===== src/rtl/ahb_bus_arbiter.sv =====
// Round-robin AHB bus arbiter with burst lock, pipelined address/data ownership
// and muxing of the owners' control and write data onto the shared bus segment.
module ahb_bus_arbiter #(
  parameter int NUM_MASTERS = 4,
  parameter int ADDR_W      = 21,
  parameter int DATA_W      = 8,
  parameter int MAX_BURST   = 16
) (
  input  logic                          HCLK,
  input  logic                          HRESET,
  input  logic                          HREADY,
  input  logic [NUM_MASTERS-1:0]        m_hbusreq,
  input  logic [NUM_MASTERS*ADDR_W-1:0] m_haddr,
  input  logic [NUM_MASTERS-1:0]        m_hwrite,
  input  logic [2*NUM_MASTERS-1:0]      m_htrans,
  input  logic [NUM_MASTERS*DATA_W-1:0] m_hwdata,
  output logic [NUM_MASTERS-1:0]        m_hgrant,
  output logic [$clog2(NUM_MASTERS)-1:0] HMASTER,
  output logic [ADDR_W-1:0]             HADDR,
  output logic                          HWRITE,
  output logic [1:0]                    HTRANS,
  output logic [DATA_W-1:0]             HWDATA
);

  localparam int PTR_W = $clog2(NUM_MASTERS);
  localparam int CNT_W = $clog2(MAX_BURST + 1);
  localparam logic [CNT_W-1:0] BEAT_MAX = CNT_W'(MAX_BURST);

  typedef enum logic [1:0] {S_IDLE, S_GRANT, S_OWN} state_t;

  state_t                 r_state, w_state_next;
  logic [NUM_MASTERS-1:0] r_grant, w_grant_next;
  logic [PTR_W-1:0]       r_hmaster, w_hmaster_next;
  logic                   r_addr_valid, w_addr_valid_next;
  logic [PTR_W-1:0]       r_data_owner, w_data_owner_next;
  logic                   r_data_valid, w_data_valid_next;
  logic [CNT_W-1:0]       r_beat_cnt, w_beat_cnt_next;
  logic [PTR_W-1:0]       r_rr_ptr, w_rr_ptr_next;

  logic [ADDR_W-1:0] w_addr_arr  [NUM_MASTERS];
  logic [DATA_W-1:0] w_wdata_arr [NUM_MASTERS];
  logic [1:0]        w_trans_arr [NUM_MASTERS];

  genvar gi;
  generate
    for (gi = 0; gi < NUM_MASTERS; gi++) begin : g_unpack
      assign w_addr_arr[gi]  = m_haddr[gi*ADDR_W +: ADDR_W];
      assign w_wdata_arr[gi] = m_hwdata[gi*DATA_W +: DATA_W];
      assign w_trans_arr[gi] = m_htrans[2*gi +: 2];
    end
  endgenerate

  logic                   w_rr_found;
  logic [PTR_W-1:0]       w_rr_winner;
  logic [PTR_W-1:0]       w_cand;
  logic                   w_owner_req;
  logic [1:0]             w_owner_trans;
  logic [NUM_MASTERS-1:0] w_owner_onehot;
  logic                   w_other_req;
  logic                   w_rearb;

  // First requester found walking upward from the master after rr_ptr.
  always_comb begin
    w_rr_found  = 1'b0;
    w_rr_winner = r_rr_ptr;
    w_cand      = '0;
    for (int i = 1; i <= NUM_MASTERS; i++) begin
      w_cand = PTR_W'((int'(r_rr_ptr) + i) % NUM_MASTERS);
      if (!w_rr_found && m_hbusreq[w_cand]) begin
        w_rr_found  = 1'b1;
        w_rr_winner = w_cand;
      end
    end
  end

  assign w_owner_req    = m_hbusreq[r_hmaster];
  assign w_owner_trans  = w_trans_arr[r_hmaster];
  assign w_owner_onehot = NUM_MASTERS'(1) << r_hmaster;
  assign w_other_req    = |(m_hbusreq & ~w_owner_onehot);
  // IDLE and NONSEQ both have bit 0 clear: only those are burst boundaries.
  assign w_rearb = !w_owner_trans[0] &&
                   (!w_owner_req || (r_beat_cnt >= BEAT_MAX && w_other_req));

  always_ff @(posedge HCLK or posedge HRESET) begin
    if (HRESET) begin
      r_state      <= S_IDLE;
      r_grant      <= '0;
      r_hmaster    <= '0;
      r_addr_valid <= 1'b0;
      r_data_owner <= '0;
      r_data_valid <= 1'b0;
      r_beat_cnt   <= '0;
      r_rr_ptr     <= PTR_W'(NUM_MASTERS - 1);
    end else begin
      r_state      <= w_state_next;
      r_grant      <= w_grant_next;
      r_hmaster    <= w_hmaster_next;
      r_addr_valid <= w_addr_valid_next;
      r_data_owner <= w_data_owner_next;
      r_data_valid <= w_data_valid_next;
      r_beat_cnt   <= w_beat_cnt_next;
      r_rr_ptr     <= w_rr_ptr_next;
    end
  end

  always_comb begin
    w_state_next      = r_state;
    w_grant_next      = r_grant;
    w_hmaster_next    = r_hmaster;
    w_addr_valid_next = r_addr_valid;
    w_data_owner_next = r_data_owner;
    w_data_valid_next = r_data_valid;
    w_beat_cnt_next   = r_beat_cnt;
    w_rr_ptr_next     = r_rr_ptr;
    if (HREADY) begin
      w_data_owner_next = r_hmaster;
      w_data_valid_next = r_addr_valid;
      if (HTRANS[1] && r_beat_cnt < BEAT_MAX) begin
        w_beat_cnt_next = r_beat_cnt + 1'b1;
      end
      case (r_state)
        S_IDLE: begin
          if (w_rr_found) begin
            w_grant_next  = NUM_MASTERS'(1) << w_rr_winner;
            w_rr_ptr_next = w_rr_winner;
            w_state_next  = S_GRANT;
          end
        end
        S_GRANT: begin
          // rr_ptr always equals the index of the master holding the grant.
          w_hmaster_next    = r_rr_ptr;
          w_addr_valid_next = 1'b1;
          w_state_next      = S_OWN;
          if (r_rr_ptr != r_hmaster) begin
            w_beat_cnt_next = '0;
          end
        end
        S_OWN: begin
          if (w_rearb) begin
            if (w_rr_found) begin
              w_grant_next  = NUM_MASTERS'(1) << w_rr_winner;
              w_rr_ptr_next = w_rr_winner;
              w_state_next  = S_GRANT;
            end else begin
              w_grant_next      = '0;
              w_addr_valid_next = 1'b0;
              w_state_next      = S_IDLE;
            end
          end
        end
        default: w_state_next = S_IDLE;
      endcase
    end
  end

  assign m_hgrant = r_grant;
  assign HMASTER  = r_hmaster;
  assign HADDR    = r_addr_valid ? w_addr_arr[r_hmaster] : '0;
  assign HWRITE   = r_addr_valid ? m_hwrite[r_hmaster] : 1'b0;
  assign HTRANS   = r_addr_valid ? w_trans_arr[r_hmaster] : 2'b00;
  assign HWDATA   = r_data_valid ? w_wdata_arr[r_data_owner] : '0;

endmodule


===== config.mk =====
export PLATFORM = sky130hd
export DESIGN_NAME = ahb_bus_arbiter
export DESIGN_NICKNAME = d
export VERILOG_FILES = /design/src/rtl/ahb_bus_arbiter.sv
export SDC_FILE = /design/constraint.sdc
export NUM_CORES = 1
export LEC_CHECK = 0
export BUFFER_PORTS_ARGS = -buffer_cell sky130_fd_sc_hd__buf_2
export CORE_ASPECT_RATIO = 0.5
export CORE_MARGIN = 10
export CORE_UTILIZATION = 35
export CTS_CLUSTER_SIZE = 8
export DETAILED_ROUTE_END_ITERATION = 6
export MAX_ROUTING_LAYER = met4
export PLACE_DENSITY = 0.8
export SYNTH_ARGS = -nofsm -noshare
export SYNTH_HDL_FRONTEND = slang
export SYNTH_SLANG_ARGS = --single-unit

===== constraint.sdc =====
create_clock -name HCLK -period 1.6 [get_ports HCLK]
set_input_delay 0.16 -clock HCLK [delete_from_list [all_inputs] [get_ports HCLK]]
set_output_delay 0.16 -clock HCLK [all_outputs]
set_load 0.005 [all_outputs]

* Word-level counts from Yosys, hierarchy flattened
Cells that the tools add are included.
** Word-level totals
- Flip-flop bits (word level) :: 19
- Input bits :: 135
- Output and inout port bits :: 38
- Logic and storage cells :: 105
** Cells by class
- $add $sub $neg :: 5
- Order comparisons :: 9
- Equality and inequality tests :: 6
- Shifts and indexed selects :: 2
- Mux-type cells :: 50
- Bitwise gates (word level) :: 4
- Reductions and logical operators :: 21
** Operators with widths (number)
- 2-to-1 mux 21 bit :: 3
- binary-select mux 21 bit (select 2 bit) :: 1
- 2-to-1 mux 8 bit :: 3
- 2-to-1 mux 2 bit :: 11
- binary-select mux 8 bit (select 2 bit) :: 1
- less-than comparator 2 x 3 -> 1 bit (second input constant) :: 5
- 2-to-1 mux 5 bit :: 3
- 2-to-1 mux 1 bit :: 14
- binary-select mux 1 bit (select 2 bit) :: 6
- 2-to-1 mux 4 bit :: 3
- case mux 4 bit (2 select lines) :: 1
- AND reduction 4 bit :: 2
- << shifter 1 x 2 -> 4 bit (first input constant) :: 2
- greater-or-equal comparator 3 bit (second input constant) :: 2
- logical AND 1 bit :: 6
- inequality test 2 bit (second input constant) :: 3
- inverter 2 -> 3 bit :: 2
- case mux 2 bit (3 select lines) :: 1
- AND reduction 3 bit :: 2
- adder 5 x 1 -> 5 bit (second input constant) :: 1
- greater-or-equal comparator 5 bit (second input constant) :: 1
- zero test 1 bit :: 5
- less-than comparator 5 bit (second input constant) :: 1
- adder 2 x 1 -> 2 bit (second input constant) :: 2
- other kinds (14) :: 16

* Logic depth before layout (Yosys ltp)
Gate-level depths: netlist of the first run.
- Depth after elaboration :: 17
- Mapped depth :: 6

* Least setup slack after synthesis of the first run
Ideal clock, no wire load.
- Kind :: flip-flop to flip-flop
- Start :: register r_hmaster[0] (netlist: HMASTER[0])
- End :: register r_grant[2] (netlist: m_hgrant[2])
- Setup time :: 0.136 ns
- Arrival time :: 1.661 ns
- Path slack :: -0.197 ns
- Cell stages (with the launch flop) :: 5
- Path buffers :: 0
- Cell sequence :: dfrtp_1 mux4_2 or3b_4 o211ai_1 o41ai_1
** On the way
- Cells in the longest elaborated chain, start to end :: 9
- Elaborated cells between the ends (all ways) :: 17
** Ends and longest elaborated chain
- start, declared :: line 33 : logic [PTR_W-1:0] r_hmaster, w_hmaster_next;
- start signal, assigned :: line 97 : r_hmaster <= w_hmaster_next;
- << shifter 1 x 2 -> 4 bit :: line 78 : assign w_owner_onehot = NUM_MASTERS'(1) << r_hmaster;
- inverter 4 bit :: line 79 : assign w_other_req = |(m_hbusreq & ~w_owner_onehot);
- bitwise AND 4 bit :: line 79
- OR reduction 4 bit :: line 79
- logical AND 1 bit :: line 82 : (!w_owner_req || (r_beat_cnt >= BEAT_MAX && w_other_req));
- logical OR 1 bit :: line 82
- logical AND 1 bit * :: line 81 : assign w_rearb = !w_owner_trans[0] &&
- inequality test 2 bit (no source line) *
- AND reduction 4 bit (no source line) *
- end signal, assigned :: line 96 : r_grant <= w_grant_next;
- end, declared :: line 32 : logic [NUM_MASTERS-1:0] r_grant, w_grant_next;
Every way passes the cells marked *; elsewhere a longest branch is shown, timed or not. The select of a mux whose other input is x is not followed.
A chain may end at the register's enable or synchronous reset.

* Worst setup path after layout of the first run
- Start :: register r_hmaster[0] (netlist: HMASTER[0])
- End :: register r_beat_cnt[1]
** On the way
- Cells in the longest elaborated chain, start to end :: 9
- Elaborated cells between the ends (all ways) :: 10
** Ends and longest elaborated chain
- inverter 2 -> 3 bit (not written as such) :: line 160 : assign HTRANS = r_addr_valid ? w_trans_arr[r_hmaster] : 2'b00;
- binary-select mux 2 bit (select 2 bit) :: line 160
- 2-to-1 mux 2 bit (not written as such) (2 in series) :: line 160
- 2-to-1 mux 2 bit :: line 160
- logical AND 1 bit :: line 118 : if (HTRANS[1] && r_beat_cnt < BEAT_MAX) begin
- 2-to-1 mux 5 bit :: line 118
- 2-to-1 mux 5 bit :: line 134 : if (r_rr_ptr != r_hmaster) begin
- 2-to-1 mux 5 bit * :: line 121 : case (r_state)
- end signal, assigned :: line 101 : r_beat_cnt <= w_beat_cnt_next;
- end, declared :: line 37 : logic [CNT_W-1:0] r_beat_cnt, w_beat_cnt_next;
Marked as above.

==> metrics.md, run 1 <==
| Metric | Value |
|---|---|
| Total GRT Usage | `18.9%` |
| PwrDens | `1720 nW/um^2` |
| Async SR Flop Fraction | `100%` |
| Final HPWL DP | `7640 um` |
| Final setup margin | `-0.427 ns` |
| Switch share | `35.9%` |
| Worst skew pair latency | `0.26 ns` |
| DP Worst Slack | `-0.184 ns` |
| Crit path max-delay family | `multiplexers` |
| Syn-to-layout area delta | `78.7%` |
| Combinational share of power | `75.8%` |
| Max H-tree Level | `1` |
| Iteration-0 DRC Markers | `269` |
| Die span in y | `74.2 um` |
| Crit path buf inv count | `4` |
| Post-synth top area share | `36.1%` |
| Routed Antenna Nets | `0` |
| Vias | `2508` |
| Total gr overflow | `0` |
| Area contributors post-synth | `mux4_2 (36%), dfrtp_1 (21%), and2_1 (10%), dfstp_2 (2.6%), mux2_2 (2.2%)` |
| Pint | `4.05 mW` |
| Hold path depth | `2` |
| Reg power frac | `15.7%` |
| Synth cell types | `41` |
| Starting Density | `36.9%` |
| Placed cell area | `3160 um^2` |
| Critical Path RT | `1.72 ns` |
| IO Count | `173` |
| Die ar. | `9540 um^2` |
| YS warnings | `0` |
| Initial antenna violation count | `0` |
| Critical Path AT | `2.15 ns` |
| Crit-path max cell delay | `0.44 ns` |
| DRC violations left | `0` |
| Setup TNS | `-12.75 ns` |
| Hold WC Path Type | `primary input to register` |
| Max Fanout on Critical Path | `5` |
| Final Routed Wirelength | `10300 um` |
| Reg clk slew, reported paths | `0.06 ns` |
| Drt wl/cell | `22.6 um` |
| Synth Register Bits | `19` |
| Vias in the first global route | `2538` |
| Cell taking the most area after synthesis | `mux4_2` |
| Clock Sinks | `19` |
| GPL Wtd Cong | `0.925` |
| Core area | `5590 um^2` |
| Sequential fraction of the synthesis area | `23.2%` |
| Slowest-stage cell, CP | `dfrtp_2` |
| Fin Hold WS | `0.255 ns` |
| Worst Reg2Reg Path Length in Cells | `8` |
| Crit path top cell by count | `buf_4` |
| Sequential Area | `482 um^2` |
| Non-filler cells in the finished layout | `456` |
| Max clock buf depth | `2` |
| Util after Layout | `65.9%` |
| Rel. slew slack | `69.9%` |
| Cells after Synth | `184` |
| Ys flop type | `dfrtp_1` |
| Fin. max-slew vios | `0` |
| Final Cell Area | `3680 um^2` |
| DR vias/cell | `5.50` |
| Tcrit/Tclk final | `127%` |
| EDFF count, synth | `0` |
| P_sw | `2.27 mW` |
| Antenna cells | `0` |
| Worst path cell trace | `buf_4 -> buf_4 -> buf_6 -> mux4_2 -> nor3b_4 -> buf_4 -> mux2i_1 -> nor2_1` |
| Synthesized area per cell | `11.2 um^2` |
| Setup crit end kind | `register` |
| Fill cells | `409` |
| Setup Crit Path Kind | `register to register` |
| Clock share of power | `8.5%` |
| Global-route wire length before repair | `13900 um` |
| Max-cap violation count | `0` |
| Die X | `128 um` |
| Site row count | `19` |
| CTS root buffer | `clkbuf_16` |
| Number of nets in the layout | `521` |
| Total power | `6.32 mW` |
| Inst Count DP | `438` |
| Least-Margin Pin Slew | `0.452 ns` |
| Most common library cells after synthesis | `and2_1 (33), mux4_2 (33), dfrtp_1 (17)` |
| Ratio of cells with drive above 1 in the final layout | `77.3%` |
| # port buffers | `172` |
| Minimum clock period | `2.03 ns` |
| Worst vdd ir | `0.000874 V` |
| Number of cells on the critical path | `8` |
| Number of detailed-route iterations in the first pass | `4` |
| LEAKAGE | `1.79 nW` |
| Multi-input gate area | `1610 um^2` |
| Worst-case clock skew | `0.00200 ns` |
| Maximum clock rate | `493 MHz` |
| RSZ-0062 raised after global routing | `yes` |
| CTS tree | `built` |
| Fin. Hold Viols | `0` |
| Synth Cell Area | `2060 um^2` |
| Setup Viol. Count Final | `46` |
| Violations in the final reports | `negative setup slack` |
| Critical path launch point type | `register` |
| Largest net degree at the start of global routing | `27` |
| Status | `finished, violations left` |
| Inserted Clock Buffers | `3` |
| Syn Nets | `321` |
-- placed cells by master, fill, tap and decap left out, types with 3 or more instances in the layout --
| cell type | netlist | final |
|---|---|---|
| a21oi_1 | 5 | 3 |
| inv_1 | 6 | 6 |
| dfrtp_1 | 17 | 14 |
| mux2_2 | 4 | 4 |
| nor3_1 | 4 | 3 |
| buf_6 | 0 | 26 |
| buf_12 | 0 | 3 |
| buf_2 | 3 | 150 |
| mux4_2 | 33 | 33 |
| o211ai_1 | 6 | 6 |
| nand3_1 | 3 | 3 |
| and2_4 | 0 | 25 |
| and2_1 | 33 | 8 |
| dfrtp_2 | 0 | 3 |
| clkbuf_16 | 0 | 4 |
| nor2_1 | 8 | 8 |
| nand2_1 | 8 | 8 |
| a21oi_2 | 1 | 3 |
| o41ai_1 | 3 | 3 |
| buf_4 | 3 | 25 |
-- worst paths after layout --
kind / start / endpoint / slack, ns
max in group asynchronous: HRESET / r_data_owner[0]$_DFFE_PP0P_ / 0.67
setup reg to reg: HMASTER[0]$_DFFE_PP0P_ / r_beat_cnt[1]$_DFFE_PP0P_ / -0.43
hold reg to reg: m_hgrant[3]$_DFFE_PP0P_ / m_hgrant[3]$_DFFE_PP0P_ / 0.51
min in group asynchronous: HRESET / HMASTER[0]$_DFFE_PP0P_ / 0.44
setup / recovery: HMASTER[0]$_DFFE_PP0P_ / r_beat_cnt[1]$_DFFE_PP0P_ / -0.43
hold / removal: HREADY / r_state[0]$_DFFE_PP0P_ / 0.26
-- power groups by stage --
stage | clock network (mW) | registers (mW) | logic, mW
floorplan | 0 | 0.838 | 2.26
global placement | 0 | 0.934 | 3.42
detailed placement | 0 | 0.951 | 3.48
CTS | 0.521 | 0.941 | 4.00
global route | 0.551 | 1.01 | 5.08
finish | 0.535 | 0.991 | 4.79
-- state kept, by name, indices dropped and copies added (netlist names) --
signal	cells
r_beat_cnt	5
m_hgrant	4
r_rr_ptr	2
r_state	2
r_addr_valid	1
HMASTER	2
r_data_owner	2
r_data_valid	1
-- final cells by class --
cell class	count	area share, %
clock buffers	3	2.04
clock inverters	1	0.136
inverters	6	0.612
multi-input cells	145	43.7
flip-flops and latches	19	13.1
well taps	73	2.48
repair buffers	209	37.9
-- cell families after synthesis --
family / count (synthesis) / synth area share [%]
AO/OA/AOI/OAI: 29 / 9.96
AND/OR/NAND/NOR: 70 / 19.9
adder cells (fa/ha/maj): 2 / 1.21
XOR/XNOR: 5 / 2.13
multiplexers: 39 / 39.2
flip-flops: 19 / 23.2
buffers and inverters: 20 / 4.37
-- per-layer routing --
layer	routed length (um)	global-route usage (%)
met1	3460	19.8
met4	289	4.22
met2	5820	37.4
met5	0	-
met3	726	2.62
-- repair_timing --
item,in CTS,in global routing
hold buffers,1,0
gates resized for setup,24,46
pin swaps,18,7
setup buffers,5,5
endpoints found under the hold margin,7,0
setup endpoints to repair,45,45
gates cloned,2,1
Power figures use the tool's default switching activity.
==> run 2: changes to the inputs <==
--- a/config.mk
+++ b/config.mk
@@ -12,7 +12,7 @@
 export CTS_CLUSTER_SIZE = 8
 export DETAILED_ROUTE_END_ITERATION = 6
 export MAX_ROUTING_LAYER = met4
-export PLACE_DENSITY = 0.8
+export PLACE_DENSITY = 0.77
 export SYNTH_ARGS = -nofsm -noshare
 export SYNTH_HDL_FRONTEND = slang
 export SYNTH_SLANG_ARGS = --single-unit
==> run 2 against run 1 <==
- the flow still finishes with violations (negative setup slack)
- sequential share of layout area is 0.28 points higher
- clock power is 3% lower
- non-clock buffer count is 7 lower
- fmax is 5.5% higher
- register-to-register slack better by 0.12 ns
- flip-flop and latch count stayed put
- wire length is 2.4% lower
- sequential power hardly changed
- power is 5.1% lower
- utilization is 1.6 points lower
- critical path type is now register to output port
- critical endpoint is now HADDR[14]
- largest power group unchanged
==> metrics.md, run 2 (synthesis results as in run 1) <==
| Metric | Value |
|---|---|
| Status | `finished, violations left` |
| Violations in the final reports | `negative setup slack` |
| Maximum clock rate | `521 MHz (+5.5%)` |
| Setup crit end kind | `output port` |
| Global-route wire length before repair | `14700 um (+5.5%)` |
| Die span in y | `74.2 um (unchanged)` |
| GR Util met2 | `39.1% (+1.7 points)` |
| Drt wl/cell | `22.4 um (-0.91%)` |
| Clock share of power | `8.6% (about the same)` |
| RSZ-0062 raised after global routing | `yes` |
| Most flops, register | `r_beat_cnt` |
| Number of detailed-route iterations in the first pass | `4 (unchanged)` |
| Critical Path RT | `1.44 ns (-0.28 ns)` |
| Minimum clock period | `1.92 ns (-0.107 ns)` |
| Reg power frac | `16.5% (+0.8 points)` |
| Final Routed Wirelength | `10000 um (-2.4%)` |
| Hold WC Path Type | `primary input to register` |
| Setup Viol. Count Final | `45 (-2.2%)` |
| DR vias/cell | `5.45 (-0.91%)` |
| Largest net degree at the start of global routing | `27 (unchanged)` |
| Final setup margin | `-0.321 ns (+0.107 ns)` |
| Placed cell area | `3140 um^2 (-0.63%)` |
| Rel. slew slack | `62.8% (-7.1 points)` |
| Inserted Clock Buffers | `3 (unchanged)` |
| Worst path cell trace | `buf_6 -> buf_4 -> buf_4 -> mux4_2 -> and2_4 -> buf_6` |
| Syn-to-layout area delta | `74.5%` |
| Slowest-stage cell, CP | `mux4_2` |
| Pint | `3.83 mW (-5.5%)` |
| Reg clk slew, reported paths | `0.06 ns (about the same)` |
| Core area | `5590 um^2 (unchanged)` |
| Fin. Hold Viols | `0 (unchanged)` |
| Total GRT Usage | `20.2% (+1.2 points)` |
| Iteration-0 DRC Markers | `136 (-49%)` |
| GR peak layer | `met2` |
| Initial antenna violation count | `0 (unchanged)` |
| Ratio of cells with drive above 1 in the final layout | `75.8% (-1.5 points)` |
| Vias | `2447 (-2.4%)` |
| Final Cell Area | `3590 um^2 (-2.4%)` |
| Max clock buf depth | `2 (unchanged)` |
| Worst skew pair latency | `0.25 ns (about the same)` |
| Final HPWL DP | `8110 um (+6.2%)` |
| Tcrit/Tclk final | `120% (-6.7 points)` |
| Max FFs per register | `5 (unchanged)` |
| Antenna cells | `0 (unchanged)` |
| CTS root buffer | `clkbuf_16` |
| Switch share | `36.2% (+0.26 points)` |
| Die X | `128 um (unchanged)` |
| GR Layer Usage met3 | `2.62% (unchanged)` |
| Least-Margin Pin Slew | `0.558 ns (+0.106 ns)` |
| Met1 usage | `21.4% (+1.6 points)` |
| Max H-tree Level | `1 (unchanged)` |
| # port buffers | `172 (unchanged)` |
| Multi-input gate area | `1620 um^2 (+0.86%)` |
| CTS tree | `built` |
| DRC violations left | `0 (unchanged)` |
| Site row count | `19 (unchanged)` |
| Fin. max-slew vios | `0 (unchanged)` |
| Total gr overflow | `0 (unchanged)` |
| Setup Crit Path Kind | `register to output port` |
| Worst vdd ir | `0.000906 V (+3.6%)` |
| Commonest non-fill, non-tap cell in the layout | `buf_2` |
| LEAKAGE | `1.73 nW (-3.3%)` |
| Combinational share of power | `74.9% (-0.9 points)` |
| GPL Wtd Cong | `0.984 (+6.4%)` |
| Starting Density | `36.9% (unchanged)` |
| Critical Path AT | `1.76 ns (-0.39 ns)` |
| Vias in the first global route | `2559 (+0.83%)` |
| Max Fanout on Critical Path | `5 (unchanged)` |
| Sequential Area | `480 um^2 (-0.26%)` |
| Util after Layout | `64.3% (-1.6 points)` |
| Die ar. | `9540 um^2 (unchanged)` |
| P_sw | `2.17 mW (-4.4%)` |
| Clock Sinks | `19 (unchanged)` |
| Number of nets in the layout | `514 (-1.3%)` |
| IO Count | `173 (unchanged)` |
| Routed Antenna Nets | `0 (unchanged)` |
| Max-cap violation count | `0 (unchanged)` |
| Crit-path max cell delay | `0.48 ns (+0.04 ns)` |
| Setup TNS | `-9.92 ns (+2.83 ns)` |
| Total power | `6.00 mW (-5.1%)` |
| PwrDens | `1670 nW/um^2 (-2.8%)` |
| Fill cells | `422 (+3.2%)` |
| Most frequent cells in the layout | `buf_2 (153), mux4_2 (33), buf_6 (23)` |
| Critical path launch point type | `register` |
| Worst-case clock skew | `0.00731 ns (+0.00530 ns)` |
[run 2: routing by layer]
layer,wire (um),vias to the layer above
met5,0,-
met4,252,0
met3,396,22
met2,5780,102
met1,3620,1221
li1,-,1102
[run 2: critical path: cells and delay by family, from the launching register on]
kind | cells | cell delay, ns
buf+inv | 4 | 0.48
flops | 1 | 0.37
mux | 1 | 0.48
simple gates | 1 | 0.17
[run 2: metrics by stage]
step	std cells	hold slack [ns]	worst slack [ns]
final	449	0.247	-0.321
after global routing	449	0.269	-0.363
after CTS	449	0.247	-0.303
after detailed placement	437	0.227	-0.275
after global placement	437	0.212	-0.166
after floorplan	184	0.110	-0.144
[run 2: final timing paths]
path / startpoint / endpoint / slack, ns / cells past startpoint
max: HMASTER[0]$_DFFE_PP0P_ / HADDR[14] / -0.32 / 6
min: HREADY / r_state[0]$_DFFE_PP0P_ / 0.25 / 2
max reg2reg: HMASTER[0]$_DFFE_PP0P_ / m_hgrant[3]$_DFFE_PP0P_ / -0.31 / 5
min reg2reg: m_hgrant[1]$_DFFE_PP0P_ / m_hgrant[1]$_DFFE_PP0P_ / 0.52 / 2
max in group asynchronous: HRESET / HMASTER[1]$_DFFE_PP0P_ / 0.59 / 4
min in group asynchronous: HRESET / m_hgrant[0]$_DFFE_PP0P_ / 0.50 / 3
[run 2: power by group through the flow]
stage	sequential [mW]	clock (mW)	combinational, mW
floorplan	0.838	0	2.26
global placement	0.946	0	3.32
detailed placement	0.976	0	3.43
CTS	0.971	0.511	4.13
global route	1.01	0.544	4.79
finish	0.989	0.518	4.49
[run 2: what timing repair did]
action	in CTS	in global routing
buffers inserted	5	0
cloned	2	1
endpoints found under the setup margin	45	46
hold endpoints to repair	11	0
gates resized for setup	34	30
hold buffers	1	0
pin swaps	18	4
[run 2: layout make-up]
type	count	share of cell area (%)
Clock buffer	4	2.19
Inverter	6	0.627
Multi-Input combinational cell	145	45.2
Sequential cell	19	13.4
Tap cell	73	2.54
Timing Repair Buffer	202	36.1
==> run 3: changes to the inputs <==
--- a/config.mk
+++ b/config.mk
@@ -5,14 +5,16 @@
 export SDC_FILE = /design/constraint.sdc
 export NUM_CORES = 1
 export LEC_CHECK = 0
+export ABC_AREA = 1
 export BUFFER_PORTS_ARGS = -buffer_cell sky130_fd_sc_hd__buf_2
 export CORE_ASPECT_RATIO = 0.5
 export CORE_MARGIN = 10
-export CORE_UTILIZATION = 35
+export CORE_UTILIZATION = 36
+export CTS_CLUSTER_DIAMETER = 150
 export CTS_CLUSTER_SIZE = 8
 export DETAILED_ROUTE_END_ITERATION = 6
 export MAX_ROUTING_LAYER = met4
-export PLACE_DENSITY = 0.77
+export PLACE_DENSITY = 0.78
 export SYNTH_ARGS = -nofsm -noshare
 export SYNTH_HDL_FRONTEND = slang
 export SYNTH_SLANG_ARGS = --single-unit
==> run 3 against run 2 <==
- the flow still finishes with violations (negative setup slack)
- sequential share of layout area down 0.94 points
- critical path depth up 2
- clock power up 1%
- worst hold slack better by 0.016 ns
- final cell count up 44%
- non-clock buffer count up 22
- power up 24%
- cell area up 8.1%
- die area up 0.70%
- first-iteration DRC count rose to 2.7 times the previous value
- largest power group unchanged
==> metrics.md, run 3 <==
| Metric | Value |
|---|---|
| Cells after Synth | `362 (+97%)` |
| Total power | `7.41 mW (+24%)` |
| CTS root buffer | `clkbuf_16` |
| Inserted Clock Buffers | `3 (unchanged)` |
| Synth cell types | `30 (-27%)` |
| Max clock buf depth | `2 (unchanged)` |
| CTS tree | `built` |
| Most common library cells after synthesis | `nand2_1 (94), nor2_1 (48), nand3_1 (41), o21ai_0 (26)` |
| Iteration-0 DRC Markers | `361 (+170%)` |
| Number of nets in the layout | `711 (+38%)` |
| Setup Crit Path Kind | `register to output port` |
| Post-synthesis adder-cell area fraction | `1.17% (-0.044 points)` |
| Tcrit/Tclk final | `113% (-7.1 points)` |
| Post-synth top area share | `19.9% (-16 points)` |
| LEAKAGE | `1.98 nW (+15%)` |
| Post-Synth Simple-Gate Area | `39.2% (+19 points)` |
| DR vias/cell | `5.41 (-0.67%)` |
| Critical Path AT | `1.65 ns (-0.11 ns)` |
| PwrDens | `1910 nW/um^2 (+14%)` |
| Clock Sinks | `19 (unchanged)` |
| Fin. Hold Viols | `0 (unchanged)` |
| Crit-path max cell delay | `0.45 ns (-0.03 ns)` |
| Site row count | `19 (unchanged)` |
| Synth Register Bits | `19 (unchanged)` |
| Vias in the first global route | `3189 (+25%)` |
| Worst vdd ir | `0.000747 V (-18%)` |
| Commonest non-fill, non-tap cell in the layout | `buf_2` |
| IO Count | `173 (unchanged)` |
| Routed Antenna Nets | `0 (unchanged)` |
| YS warnings | `0 (unchanged)` |
| Synth Area in Compound Gates | `26.3% (+16 points)` |
| Core area | `5610 um^2 (+0.43%)` |
| RSZ-0062 raised after global routing | `yes` |
| Setup Viol. Count Final | `36 (-20%)` |
| Starting Density | `38.1% (+1.2 points)` |
| Reg clk slew, reported paths | `0.06 ns (about the same)` |
| Fin. max-slew vios | `0 (unchanged)` |
| Critical Path RT | `1.44 ns (about the same)` |
| Syn Nets | `499 (+55%)` |
| Worst skew pair latency | `0.25 ns (about the same)` |
| Initial antenna violation count | `0 (unchanged)` |
| Die span in y | `74.5 um (+0.32%)` |
| Worst-case clock skew | `0.00191 ns (-0.00540 ns)` |
| Crit path top cell by count | `buf_6` |
| Antenna cells | `0 (unchanged)` |
| Slowest-stage cell, CP | `dfrtp_2` |
| Max H-tree Level | `1 (unchanged)` |
| Hold WC Path Type | `primary input to register` |
| Synth Cell Area | `2140 um^2 (+3.8%)` |
| GPL Wtd Cong | `0.959 (-2.5%)` |
| Drt wl/cell | `17.9 um (-20%)` |
| Crit path max-delay family | `buffers and inverters` |
| Final Routed Wirelength | `11500 um (+15%)` |
| Final setup margin | `-0.207 ns (+0.114 ns)` |
| Ratio of cells with drive above 1 in the final layout | `55.3% (-20 points)` |
| DRC violations left | `0 (unchanged)` |
| Most flops, register | `r_beat_cnt` |
| Util after Layout | `69.2% (+4.9 points)` |
| Vias | `3497 (+43%)` |
| Crit path buf inv count | `5 (+1)` |
| Critical path launch point type | `register` |
| Die X | `129 um (+0.37%)` |
| EDFF count, synth | `0 (unchanged)` |
| Sequential fraction of the synthesis area | `22.4% (-0.84 points)` |
| Die ar. | `9600 um^2 (+0.70%)` |
| Most frequent cell after synthesis | `nand2_1` |
| Multiplexer share of the synthesized area | `0% (-39 points)` |
| Async SR Flop Fraction | `100% (unchanged)` |
| Synthesized area per cell | `5.90 um^2 (-47%)` |
| Total gr overflow | `0 (unchanged)` |
| Rel. slew slack | `57.3% (-5.5 points)` |
| Setup crit end kind | `output port` |
| Final HPWL DP | `8440 um (+4.0%)` |
| Max FFs per register | `5 (unchanged)` |
| Largest family of logic cells by synthesized area | `simple AND/OR/NAND/NOR gates` |
| Max-cap violation count | `0 (unchanged)` |
| Violations in the final reports | `negative setup slack` |
| Status | `finished, violations left` |
| Global-route wire length before repair | `15900 um (+8.7%)` |
| Number of detailed-route iterations in the first pass | `5 (+1)` |
| Total GRT Usage | `20.6% (+0.40 points)` |
| Most frequent cells in the layout | `buf_2 (171), nand2_1 (60), nor2_1 (39)` |
| # port buffers | `172 (unchanged)` |
| Ys flop type | `dfrtp_1` |
| Syn-to-layout area delta | `81.8%` |
| Worst path cell trace | `inv_4 -> buf_6 -> nor2_4 -> buf_6 -> buf_12 -> nand2_2 -> a31oi_1 -> buf_2` |
| Minimum clock period | `1.81 ns (-0.114 ns)` |
| Post-Synth XOR/XNOR Area | `2.05% (-0.077 points)` |
| Cell taking the most area after synthesis | `dfrtp_1` |
| Maximum clock rate | `553 MHz (+6.3%)` |
| Largest net degree at the start of global routing | `20 (-26%)` |
| Least-Margin Pin Slew | `0.639 ns (+0.0811 ns)` |
| Area contributors post-synth | `dfrtp_1 (20%), nand2_1 (17%), nand3_1 (9.6%), nor2_1 (8.4%), a22oi_1 (7.7%)` |
| Max Fanout on Critical Path | `7 (+2)` |
-- run 3: repair_timing --
item | CTS | global route
pin swaps | 17 | 37
hold buffers | 1 | 0
setup buffers | 11 | 6
setup endpoints to repair | 35 | 45
gates cloned | 1 | 4
hold endpoints to repair | 17 | 0
gates resized for setup | 46 | 74
-- run 3: final timing paths --
check / from / cells after the start / endpoint / slack (ns)
max: HMASTER[1]$_DFFE_PP0P_ / 8 / HADDR[12] / -0.21
min: HREADY / 2 / r_state[0]$_DFFE_PP0P_ / 0.26
max reg2reg: r_rr_ptr[0]$_DFFE_PP1P_ / 8 / m_hgrant[2]$_DFFE_PP0P_ / -0.13
min reg2reg: m_hgrant[3]$_DFFE_PP0P_ / 2 / m_hgrant[3]$_DFFE_PP0P_ / 0.49
max in group asynchronous: HRESET / 4 / r_rr_ptr[1]$_DFFE_PP1P_ / 0.86
min in group asynchronous: HRESET / 4 / r_beat_cnt[1]$_DFFE_PP0P_ / 0.47
-- run 3: area by class of cell --
type	instances	area [um^2]
Fill cell	459	1730
Multi-Input combinational cell	298	1760
Clock buffer	3	75.1
Clock inverter	1	5.00
Timing Repair inverter	3	17.5
Sequential cell	19	483
Tap cell	73	91.3
Timing Repair Buffer	224	1340
Inverter	25	111
-- run 3: worst reg2reg max path: stages, from the launching register on --
cell and delay (ns):
dfstp_2 0.58, buf_6 0.14, nand2_2 0.07, nand3_1 0.10, nand2_2 0.09, a21oi_4 0.18
xor2_1 0.31, nand3_1 0.13, nand2_1 0.07
-- run 3: through the flow --
| stage | TNS, ns | area [um^2] | setup slack [ns] | instances | hold slack (ns) |
|---|---|---|---|---|---|
| after floorplan | -0.00726 | 2140 | -0.00369 | 362 | 0.110 |
| after global placement | -0.239 | 3260 | -0.0528 | 619 | 0.190 |
| after detailed placement | -0.804 | 3260 | -0.137 | 619 | 0.194 |
| after CTS | -2.56 | 3590 | -0.161 | 636 | 0.249 |
| after global routing | -7.31 | 3880 | -0.261 | 646 | 0.298 |
| final | -4.26 | 3880 | -0.207 | 646 | 0.263 |
-- run 3: logic make-up after synthesis --
logic type,Yosys count
compound gates,91
xor+xnor,5
fa+ha+maj,2
buf+inv,46
flops,19
simple gates,199
-- run 3: routing by layer --
| metal | vias to the layer above | wire length, um | global-route usage (%) |
|---|---|---|---|
| met5 | - | 0 | - |
| met4 | 0 | 217 | 4.88 |
| met3 | 23 | 817 | 3.05 |
| met2 | 178 | 5980 | 35.2 |
| met1 | 1625 | 4530 | 25.2 |
| li1 | 1671 | - | - |
-- run 3: power breakdown --
part           switching (mW)  total [mW]  internal (mW)  leakage (nW)
Combinational            3.36        5.92           2.56          1.71
Sequential              0.250       0.967          0.718         0.231
Clock                   0.189       0.525          0.335        0.0409
Total                    3.80        7.41           3.61          1.98
